## src/rtl/key_sel3_pkg.sv

```systemverilog
// Shared widths and filter state encoding for the key_sel3 front end.
package key_sel3_pkg;

    localparam int SEL_W  = 3;
    localparam int CNT_W  = 20;
    localparam int AUTO_W = 25;

    typedef enum logic [1:0] {
        IDLE       = 2'd0,
        PRESS_FILT = 2'd1,
        DOWN       = 2'd2,
        REL_FILT   = 2'd3
    } filt_state_t;

endpackage

```

## src/rtl/key_filter.sv

```systemverilog
// Debounce filter for one active-low button: 2-flop synchronizer, 4-state
// filter FSM with window counter, single press pulse per accepted press.
module key_filter
    import key_sel3_pkg::*;
#(
    parameter logic [CNT_W-1:0] CNT_MAX = 20'd999_999
) (
    input  logic sys_clk,
    input  logic sys_rst,
    input  logic key_n,
    output logic press
);

    logic            key_p0;
    logic            key_p1;
    filt_state_t     state;
    logic [CNT_W-1:0] cnt;

    // Stage p0/p1: synchronizer; filter FSM works on key_p1.
    always_ff @(posedge sys_clk) begin
        if (sys_rst) begin
            key_p0 <= 1'b1;
            key_p1 <= 1'b1;
            state  <= IDLE;
            cnt    <= '0;
        end else begin
            key_p0 <= key_n;
            key_p1 <= key_p0;
            case (state)
                IDLE: begin
                    if (!key_p1) begin
                        state <= PRESS_FILT;
                        cnt   <= '0;
                    end
                end
                PRESS_FILT: begin
                    if (key_p1) begin
                        state <= IDLE;
                        cnt   <= '0;
                    end else if (cnt == CNT_MAX) begin
                        state <= DOWN;
                        cnt   <= '0;
                    end else begin
                        cnt <= cnt + 1'b1;
                    end
                end
                DOWN: begin
                    if (key_p1) begin
                        state <= REL_FILT;
                        cnt   <= '0;
                    end
                end
                REL_FILT: begin
                    if (!key_p1) begin
                        state <= DOWN;
                        cnt   <= '0;
                    end else if (cnt == CNT_MAX) begin
                        state <= IDLE;
                        cnt   <= '0;
                    end else begin
                        cnt <= cnt + 1'b1;
                    end
                end
                default: begin
                    state <= IDLE;
                    cnt   <= '0;
                end
            endcase
        end
    end

    // Pulse is the last accepted filter cycle, decoded from registered state only.
    assign press = (state == PRESS_FILT) && !key_p1 && (cnt == CNT_MAX);

endmodule

```

## src/rtl/key_sel3.sv

```systemverilog
// Debounced up/down buttons driving a 3-bit select index for the 3-to-8 decoder.
// Optional free-running auto-advance built when KEY_SEL3_AUTO_RUN_EN is defined.
module key_sel3
    import key_sel3_pkg::*;
#(
    parameter logic [CNT_W-1:0] CNT_MAX = 20'd999_999
`ifdef KEY_SEL3_AUTO_RUN_EN
    , parameter logic [AUTO_W-1:0] AUTO_MAX = 25'd24_999_999
`endif
) (
    input  logic sys_clk,
    input  logic sys_rst,
    input  logic key_up,
    input  logic key_dn,
    output logic in1,
    output logic in2,
    output logic in3,
    output logic sel_vld
);

    logic             up_pulse;
    logic             dn_pulse;
    logic [SEL_W-1:0] sel;

    key_filter #(.CNT_MAX(CNT_MAX)) u_up (
        .sys_clk (sys_clk),
        .sys_rst (sys_rst),
        .key_n   (key_up),
        .press   (up_pulse)
    );

    key_filter #(.CNT_MAX(CNT_MAX)) u_dn (
        .sys_clk (sys_clk),
        .sys_rst (sys_rst),
        .key_n   (key_dn),
        .press   (dn_pulse)
    );

`ifdef KEY_SEL3_AUTO_RUN_EN
    logic [AUTO_W-1:0] auto_cnt;
`endif

    // Index register: a lone key pulse steps the index; coincident pulses cancel.
    always_ff @(posedge sys_clk) begin
        if (sys_rst) begin
            sel     <= '0;
            sel_vld <= 1'b0;
`ifdef KEY_SEL3_AUTO_RUN_EN
            auto_cnt <= '0;
`endif
        end else begin
            sel_vld <= 1'b0;
            if (up_pulse ^ dn_pulse) begin
                sel     <= up_pulse ? sel + SEL_W'(1) : sel - SEL_W'(1);
                sel_vld <= 1'b1;
            end
`ifdef KEY_SEL3_AUTO_RUN_EN
            // Any key activity restarts the auto period and wins over a tick.
            if (up_pulse || dn_pulse) begin
                auto_cnt <= '0;
            end else if (auto_cnt == AUTO_MAX) begin
                auto_cnt <= '0;
                sel      <= sel + SEL_W'(1);
                sel_vld  <= 1'b1;
            end else begin
                auto_cnt <= auto_cnt + 1'b1;
            end
`endif
        end
    end

    assign {in1, in2, in3} = sel;

endmodule

```

## config.mk

```make
export PLATFORM = sky130hd
export DESIGN_NAME = key_sel3
export DESIGN_NICKNAME = d
export VERILOG_FILES = /design/src/rtl/key_sel3_pkg.sv /design/src/rtl/key_filter.sv /design/src/rtl/key_sel3.sv
export SDC_FILE = /design/constraint.sdc
export NUM_CORES = 1
export LEC_CHECK = 0
export ABC_AREA = 1
export CAP_MARGIN = 20
export CORE_UTILIZATION = 61
export CTS_CLUSTER_DIAMETER = 40
export CTS_CLUSTER_SIZE = 8
export DETAILED_ROUTE_END_ITERATION = 6
export HOLD_SLACK_MARGIN = 0.06
export PLACE_DENSITY_LB_ADDON = 0.2
export REMOVE_ABC_BUFFERS = 1
export SYNTH_ARGS = -nofsm -noshare
export SYNTH_HDL_FRONTEND = slang
export SYNTH_SLANG_ARGS = --single-unit
```

## constraint.sdc

```tcl
create_clock -name sys_clk -period 2.04 [get_ports sys_clk]
set_clock_uncertainty 0.1 [all_clocks]
set_input_delay 0.204 -clock sys_clk [delete_from_list [all_inputs] [get_ports sys_clk]]
set_output_delay 0.204 -clock sys_clk [all_outputs]
set_load 0.01 [all_outputs]
```

**After elaboration in Yosys (flattened, before gate mapping)**

Cells that the tools add are included.

- $add $sub $neg: 4
- Multiply operators: 0
- Div/mod/pow operators: 0
- Order comparisons: 0
- Eq/ne operators: 16
- Shifts and indexed selects: 0
- Mux-type cells: 28
- Bitwise logic cells: 1
- Reduce and logical (&&, ||, !) cells: 12

Operators by type and width:

| operator | count |
|---|---|
| 20-bit 2-to-1 mux | 10 |
| 20-bit one-hot mux with 4 select lines | 2 |
| 20-bit by 1-bit adder with 20-bit output (second input constant) | 2 |
| 20-bit equality test (second input constant) | 2 |
| 2-bit 2-to-1 mux | 12 |
| 2-bit one-hot mux with 4 select lines | 2 |
| 2-bit equality test (second input constant) | 4 |
| 4-bit AND reduction | 2 |
| 3-bit by 1-bit inequality test with 1-bit output (second input constant) | 2 |
| 3-bit inequality test (second input constant) | 2 |
| 2-bit by 1-bit equality test with 1-bit output (second input constant) | 2 |
| 1-bit logical AND | 4 |
| 2-bit zero test | 2 |
| 2-bit by 1-bit inequality test with 1-bit output (second input constant) | 2 |
| 2-bit inequality test (second input constant) | 2 |
| 2-bit AND reduction | 2 |
| 3-bit by 1-bit adder with 3-bit output (second input constant) | 1 |
| 3-bit 2-to-1 mux | 1 |
| 3-bit by 1-bit subtractor with 3-bit output (second input constant) | 1 |
| 1-bit zero test | 2 |
| 1-bit 2-to-1 mux | 1 |
| 1-bit XOR | 1 |

- Register bits: 52
- Latch bits: 0
- Bits in writable memories: 0
- ROM bits: 0
- Input bits: 4
- Output and inout bits: 4
- Word-level logic and storage cells: 71
- Memories kept: 0

**Depth between registers and ports, before layout**

Gate-level depths: netlist (run 1).

- Depth after elaboration: 5
- Mapped depth: 11
- Gate-level depth less buffers: 11

**Modules after synthesis**

A second synthesis (run 1) with hierarchy kept.

- Cells, all modules: 502
- Area total of the unflattened synthesis: 3,253.1 sq um

By module, submodules not included:

| module | times used | cells each | area each (sq um) | seq. area each (sq um) |
|---|---|---|---|---|
| key_filter | 2 | 237 | 1,526.5 | 480.5 |
| key_sel3 | 1 | 28 | 200.2 | 80.1 |

**Worst setup path after synthesis (run 1)**

No wires, ideal clock.

- Path kind: register to register
- From: register u_up.cnt[0]
- To: register sel[2]
- Setup time: 0.115 ns
- Arrival time: 1.675 ns
- Required time: 1.825 ns
- Setup slack: 0.150 ns
- Stages on the path, launching flop included: 10
- Path buffers: 0
- Clock period less this slack: 1.890 ns
- Path through: dfxtp_1 -> ha_1 -> nand2_1 -> nor3_4 -> nand4_1 -> fa_1 -> inv_1 -> nand2_1 -> a21oi_1 -> nor2_1

- Cells in the longest elaborated chain, start to end: 3
- Elaborated cells between the ends (all ways): 4
- Those cells by class: eq/ne (1); mux (1); bitwise (1); reduce/logical (1)

Ends and longest elaborated chain:

| item | RTL line | source |
|---|---|---|
| start, declared | key_filter.sv:17 | `logic [CNT_W-1:0] cnt;` |
| start signal, assigned | key_filter.sv:44 | `cnt <= cnt + 1'b1;` |
| start signal, assigned | key_filter.sv:61 | `cnt <= cnt + 1'b1;` |
| 20-bit equality test * | key_filter.sv:73 | `assign press = (state == PRESS_FILT) && !key_p1 && (cnt == CNT_MAX);` |
| 1-bit logical AND * | key_filter.sv:73 |  |
| 3-bit 2-to-1 mux or 1-bit XOR (tied branches) | key_sel3.sv:54, key_sel3.sv:53 |  |
| end signal, assigned | key_sel3.sv:54 | `sel <= up_pulse ? sel + SEL_W'(1) : sel - SEL_W'(1);` |
| end, declared | key_sel3.sv:23 | `logic [SEL_W-1:0] sel;` |

Every way passes the cells marked *; elsewhere a longest branch is shown, timed or not.
A chain may end at the register's enable or synchronous reset.

**Worst setup path in the final report (run 1)**

- From: register u_up.cnt[0]
- To: register sel[1]

Same word-level chain as after synthesis.

==> impl_metrics.env, run 1 <==
export IMPL_slew_viol_final=0
export IMPL_grt_usage=0.251
export IMPL_crit_fanout=3
export IMPL_start_kind="flip-flop"
export IMPL_tightest_slew_ns=0.436
export IMPL_final_cell_area_um2=3100
export IMPL_synth_top_family_by_area="simple AND/OR/NAND/NOR gates"
export IMPL_ir_drop_mv=0.487
export IMPL_area_delta_synth_final_pct=8.70
export IMPL_ys_warn_count=0
export IMPL_synth_xor_area_share=0.0185
export IMPL_grt_pass1_wl_um=10100
export IMPL_dieArea_um2=4950
export IMPL_grt_max_degree=17
export IMPL_syn_area_um2=2850
export IMPL_finalWirelength_um=5700
export IMPL_dpl_hpwl_um=4160
export IMPL_synth_seq_cells=52
export IMPL_slowest_delay_ns=0.55
export IMPL_highest_layer="met4"
export IMPL_core_area_um2=4410
export IMPL_grt_pass1_vias=2496
export IMPL_cts_max_path_buffers=2
export IMPL_status="finished, final reports clean"
export IMPL_period_needed_ns=1.95
export IMPL_p_leak_nw=1.12
export IMPL_htreeDepth=2
export IMPL_nets=439
export IMPL_fin_util=0.701
export IMPL_fp_dieH_um=70.3
export IMPL_fillers=376
export IMPL_n_antenna_cell=0
export IMPL_cts_buffers=5
export IMPL_max_cap_violations=0
export IMPL_ant_nets=0
export IMPL_cts_tree="yes"
export IMPL_critical_path_class="reg -> reg"
export IMPL_grt_overflow=0
export IMPL_grt_antenna_before_repair=0
export IMPL_drc=0
export IMPL_place_congestion=0.898
export IMPL_met2_length_um=2840
export IMPL_cts_root_buf="clkbuf_8"
export IMPL_dr_first_iter_drc_count=126
export IMPL_detailroute_via_count=2598
export IMPL_die_w_um=70.3
export IMPL_clkSinkCount=52
export IMPL_start_util=0.645
export IMPL_setup_viol=0
export IMPL_netlist_instances=419
export IMPL_synthSimpleGateAreaFrac=0.387
export IMPL_period_share=0.958
export IMPL_required_ns=2.19
export IMPL_wl_met3_um=205
export IMPL_cp_cell_sequence="ha_1 -> nand2_1 -> nor3_4 -> nand4_1 -> fa_2 -> inv_1 -> nand2_1 -> nand2_1 -> nor2_1"
export IMPL_slowest_stage="fa_2"
export IMPL_setup_slack_ns=0.0850
export IMPL_ioPinCount=8
export IMPL_clock_latency_ns=0.31
export IMPL_ys_seq_area_frac=0.366
export IMPL_relSlewSlack=0.707
export IMPL_avgViaCountPerCell=5.36
export IMPL_io_buffers=7
export IMPL_wire_per_inst_um=11.8
export IMPL_synth_cell_types=40
export IMPL_clk_pin_slew_ns=0.10
export IMPL_wl_met1_um=2580
export IMPL_place_worst_setup_slack_ns=0.109
export IMPL_hold_class="reg -> reg"
export IMPL_final_hold_viol_count=0
export IMPL_rows=24
export IMPL_layout_drive_gt1_share=0.125
export IMPL_worstPathArrival_ns=2.11
export IMPL_drt_pass1_iter_count=4
export IMPL_cpMostUsedCell="nand2_1"
export IMPL_muxShareOfSynthArea=0
export IMPL_synth_fa_ha_area_frac=0.0158
export IMPL_place_area_um2=3000
export IMPL_synth_avg_cell_area_um2=6.80
export IMPL_p_per_area_nw_per_um2=571
export IMPL_fmax_mhz=512
export IMPL_synth_compound_area_frac=0.130
export IMPL_critical_path_endpoint_type="flip-flop"
## layer usage
layer	up-vias	global-route usage
met3	9	0.0519
met5	-	0
li1	1374	-
met2	55	0.454
met1	1160	0.285
met4	0	0.100
## critical path: cells and delay by family (launching register included)
kind	cells	cell delay, ns
fa+ha+maj	2	0.75
buf+inv	1	0.04
flops	1	0.37
simple gates	6	0.64
## cell type report
class                   count  area [um2]  share of cell area
repair buffers             16         150              0.0485
clock buffers               5        68.8              0.0222
clock inverters             3        18.8             0.00606
multi-input cells         310        1570               0.508
inverters                  47         179              0.0578
flip-flops and latches     52        1040               0.336
well taps                  52        65.1              0.0210
## flip-flops by register name, indices dropped and copies added, names as in the netlist, named ones only
name / count
u_dn.key_p0: 1
u_dn.state: 1
u_up.state: 1
u_up.key_p1: 1
u_up.cnt: 20
sel_vld: 1
sel: 3
u_dn.key_p1: 1
u_dn.cnt: 20
u_up.key_p0: 1
## path summary, 6_finish.rpt
path                            start                endpoint  slack, ns  cells past startpoint
max reg2reg  u_up.cnt[0]$_SDFFE_PP0P_     sel[1]$_SDFFE_PP0P_       0.09                      9
min reg2reg    u_dn.key_p0$_SDFF_PP1_  u_dn.key_p1$_SDFF_PP1_       0.32                      1
max          u_up.cnt[0]$_SDFFE_PP0P_     sel[1]$_SDFFE_PP0P_       0.09                      9
min            u_dn.key_p0$_SDFF_PP1_  u_dn.key_p1$_SDFF_PP1_       0.32                      1
## synth_stat cells
library cell	n	area [um2]
a211oi_1	1	7.51
a21o_1	1	7.51
a21oi_1	35	175
a21oi_2	5	43.8
a221oi_1	1	8.76
a41oi_1	1	8.76
and2_1	1	6.26
and3_1	2	12.5
buf_2	4	20.0
buf_6	2	22.5
clkbuf_1	4	15.0
clkinv_1	1	3.75
dfxtp_1	52	1040
fa_1	1	20.0
ha_1	2	25.0
inv_1	42	158
inv_2	3	11.3
inv_4	1	6.26
nand2_1	111	417
nand2_2	6	37.5
nand2_4	1	11.3
nand3_1	32	160
nand3_2	3	30.0
nand3b_1	2	15.0
nand4_1	6	37.5
nor2_1	43	161
nor2_2	5	31.3
nor2_4	1	11.3
nor2_8	1	20.0
nor3_1	9	45.0
nor3_4	3	48.8
nor3b_1	1	7.51
o21ai_0	17	85.1
o21ai_1	2	10.0
o21ai_2	2	17.5
o22ai_1	1	6.26
or2_1	3	18.8
or2_2	5	31.3
xnor2_1	2	17.5
xor2_1	4	35.0
## metrics by stage
stage | power [mW] | cells | setup TNS (ns) | hold slack [ns]
after floorplan | 1.15 | 409 | 0 | 0.173
after global placement | 1.21 | 476 | 0 | 0.291
after detailed placement | 1.21 | 476 | 0 | 0.302
after CTS | 1.80 | 484 | 0 | 0.325
after global routing | 1.84 | 485 | -0.0259 | 0.336
final | 1.77 | 485 | 0 | 0.319
## report_power, final
| part | leakage [nW] | internal (mW) | switching (mW) |
|---|---|---|---|
| clock | 0.0479 | 0.240 | 0.338 |
| sequential | 0.420 | 1.03 | 0.00655 |
| combinational | 0.652 | 0.0494 | 0.108 |
## cell families after synthesis
| family | count (synthesis) |
|---|---|
| compound gates | 66 |
| xor+xnor | 6 |
| fa+ha+maj | 3 |
| buf+inv | 57 |
| flops | 52 |
| simple gates | 235 |
## placed cells by master, fill, tap and decap left out, types with 2 or more instances in the layout
cell type / count
nand2_1: 111
dfxtp_1: 52
nor2_1: 43
inv_1: 42
a21oi_1: 35
nand3_1: 32
o21ai_0: 17
nor3_1: 9
buf_4: 8
clkdlybuf4s50_1: 7
nand4_1: 6
nand2_2: 6
nor2_2: 5
a21oi_2: 5
or2_2: 5
clkbuf_8: 5
xor2_1: 4
nor3_4: 3
nand3_2: 3
inv_2: 3
or2_1: 3
nand3b_1: 2
o21ai_2: 2
and3_1: 2
xnor2_1: 2
o21ai_1: 2
ha_1: 2
clkinv_2: 2
## repair_timing
item | 4_1_cts | 5_1_grt
setup endpoints to repair | 0 | 1
setup buffers | 0 | 1
hold buffers | 0 | 0
gates resized for setup | 0 | 1
Power figures use the tool's default switching activity.
==> inputs of run 2 (changes only) <==
--- a/config.mk
+++ b/config.mk
@@ -9,11 +9,13 @@
 export CAP_MARGIN = 20
 export CORE_UTILIZATION = 61
 export CTS_CLUSTER_DIAMETER = 40
-export CTS_CLUSTER_SIZE = 8
+export CTS_CLUSTER_SIZE = 16
 export DETAILED_ROUTE_END_ITERATION = 6
 export HOLD_SLACK_MARGIN = 0.06
 export PLACE_DENSITY_LB_ADDON = 0.2
+export RECOVER_POWER = 100
 export REMOVE_ABC_BUFFERS = 1
+export SKIP_CTS_REPAIR_TIMING = 1
 export SYNTH_ARGS = -nofsm -noshare
 export SYNTH_HDL_FRONTEND = slang
 export SYNTH_SLANG_ARGS = --single-unit
==> impl_metrics.env, run 2 (synthesized netlist as in run 1, its figures left out) <==
export IMPL_period_share=0.956
export IMPL_setup_viol=0
export IMPL_dpl_hpwl_um=4160
export IMPL_rrSetupSlack_ns=0.09
export IMPL_critical_path_class="reg -> reg"
export IMPL_tightest_slew_ns=0.701
export IMPL_nets=439
export IMPL_start_util=0.645
export IMPL_drt_pass1_iter_count=4
export IMPL_cts_buffers=5
export IMPL_grt_usage=0.251
export IMPL_multiInputGateArea_um2=1560
export IMPL_wire_per_inst_um=11.8
export IMPL_final_hold_viol_count=0
export IMPL_mostFrequentLayoutCell="nand2_1"
export IMPL_cts_tree="yes"
export IMPL_layout_drive_gt1_share=0.111
export IMPL_final_cell_area_um2=3080
export IMPL_detailroute_via_count=2594
export IMPL_p_total_mw=1.76
export IMPL_crit_fanout=3
export IMPL_hp_start="u_dn.key_p0$_SDFF_PP1_"
export IMPL_finalWirelength_um=5710
export IMPL_fin_util=0.697
export IMPL_worstPathArrival_ns=2.11
export IMPL_ir_drop_mv=0.480
export IMPL_slowest_delay_ns=0.55
export IMPL_ant_nets=0
export IMPL_avgViaCountPerCell=5.35
export IMPL_place_area_um2=3000
export IMPL_start_kind="flip-flop"
export IMPL_fmax_mhz=513
export IMPL_area_delta_synth_final_pct=8.04
export IMPL_ioPinCount=8
export IMPL_dieArea_um2=4950
export IMPL_final_cell_mix="112 x nand2_1, 52 x dfxtp_1, 44 x nor2_1, 43 x inv_1, 35 x a21oi_1"
export IMPL_cpMostUsedCell="nand2_1"
export IMPL_p_leak_nw=1.13
export IMPL_place_congestion=0.898
export IMPL_relSlewSlack=0.532
export IMPL_max_cap_violations=0
export IMPL_top_regs="u_dn.cnt x20, u_up.cnt x20, sel x3"
export IMPL_cts_max_path_buffers=2
export IMPL_rows=24
export IMPL_timing_rr_start="u_up.cnt[0]$_SDFFE_PP0P_"
export IMPL_fillers=383
export IMPL_hold_path_depth=1
export IMPL_io_buffers=7
export IMPL_cp_top_family="adder cells"
export IMPL_clock_latency_ns=0.31
export IMPL_r2r_end="sel[1]$_SDFFE_PP0P_"
export IMPL_htreeDepth=2
export IMPL_hold_path_end="u_dn.key_p1$_SDFF_PP1_"
export IMPL_hold_worst_slack_ns=0.319
export IMPL_dr_first_iter_drc_count=124
export IMPL_grt_antenna_before_repair=0
export IMPL_slowest_stage="fa_2"
export IMPL_required_ns=2.20
export IMPL_grt_overflow=0
export IMPL_hold_class="reg -> reg"
export IMPL_status="finished, final reports clean"
export IMPL_clkSinkCount=52
export IMPL_grt_pass1_vias=2496
export IMPL_p_per_area_nw_per_um2=573
export IMPL_period_needed_ns=1.95
export IMPL_cts_root_buf="clkbuf_8"
export IMPL_r2r_cells=9
export IMPL_slew_viol_final=0
export IMPL_die_w_um=70.3
export IMPL_clk_pin_slew_ns=0.10
export IMPL_grt_max_degree=17
export IMPL_regArea_um2=1040
export IMPL_crit_start="u_up.cnt[0]$_SDFFE_PP0P_"
export IMPL_critical_path_endpoint_type="flip-flop"
export IMPL_n_antenna_cell=0
export IMPL_core_area_um2=4410
export IMPL_cp_buffers_inverters=1
export IMPL_cp_cell_sequence="ha_1 -> nand2_1 -> nor3_4 -> nand4_1 -> fa_2 -> inv_1 -> nand2_1 -> nand2_1 -> nor2_1"
export IMPL_fp_dieH_um=70.3
export IMPL_drc=0
export IMPL_grt_pass1_wl_um=10100
-- run 2: through the flow --
stage / setup WS [ns] / instances / setup TNS, ns
finish: 0.0900 / 485 / 0
global route: -0.0172 / 485 / -0.0246
CTS: 0.0634 / 484 / 0
detailed placement: 0.109 / 476 / 0
global placement: 0.194 / 476 / 0
floorplan: 0.150 / 409 / 0
-- run 2: area by class of cell --
| class | instances | area share |
|---|---|---|
| Sequential cell | 52 | 0.338 |
| Clock buffer | 5 | 0.0224 |
| Inverter | 47 | 0.0582 |
| Clock inverter | 3 | 0.00610 |
| Timing Repair Buffer | 16 | 0.0455 |
| Multi-Input combinational cell | 310 | 0.508 |
| Tap cell | 52 | 0.0211 |
-- run 2: how the worst max path moves through the flow --
stage / endpoint / slack [ns] / cells past startpoint
2_1_floorplan: sel[2]$_SDFFE_PP0P_ / 0.15 / 9
3_3_place_gp: sel[2]$_SDFFE_PP0P_ / 0.19 / 9
3_5_place_dp: sel[2]$_SDFFE_PP0P_ / 0.11 / 9
4_1_cts: sel[2]$_SDFFE_PP0P_ / 0.06 / 9
5_1_grt: sel[1]$_SDFFE_PP0P_ / -0.02 / 9
6_report: sel[1]$_SDFFE_PP0P_ / 0.09 / 9
-- run 2: power breakdown --
group	internal, mW	switching, mW	leakage [nW]
registers	1.03	0.00655	0.420
logic	0.0437	0.107	0.659
clock network	0.240	0.341	0.0479
total	1.31	0.454	1.13
-- run 2: layer usage --
metal  part of all wire  global-route usage  up-vias
met5                  0                   0        -
met4              0.013               0.100        0
met3              0.034              0.0519        9
met2               0.49               0.454       42
met1               0.46               0.285     1169
li1                   -                   -     1374
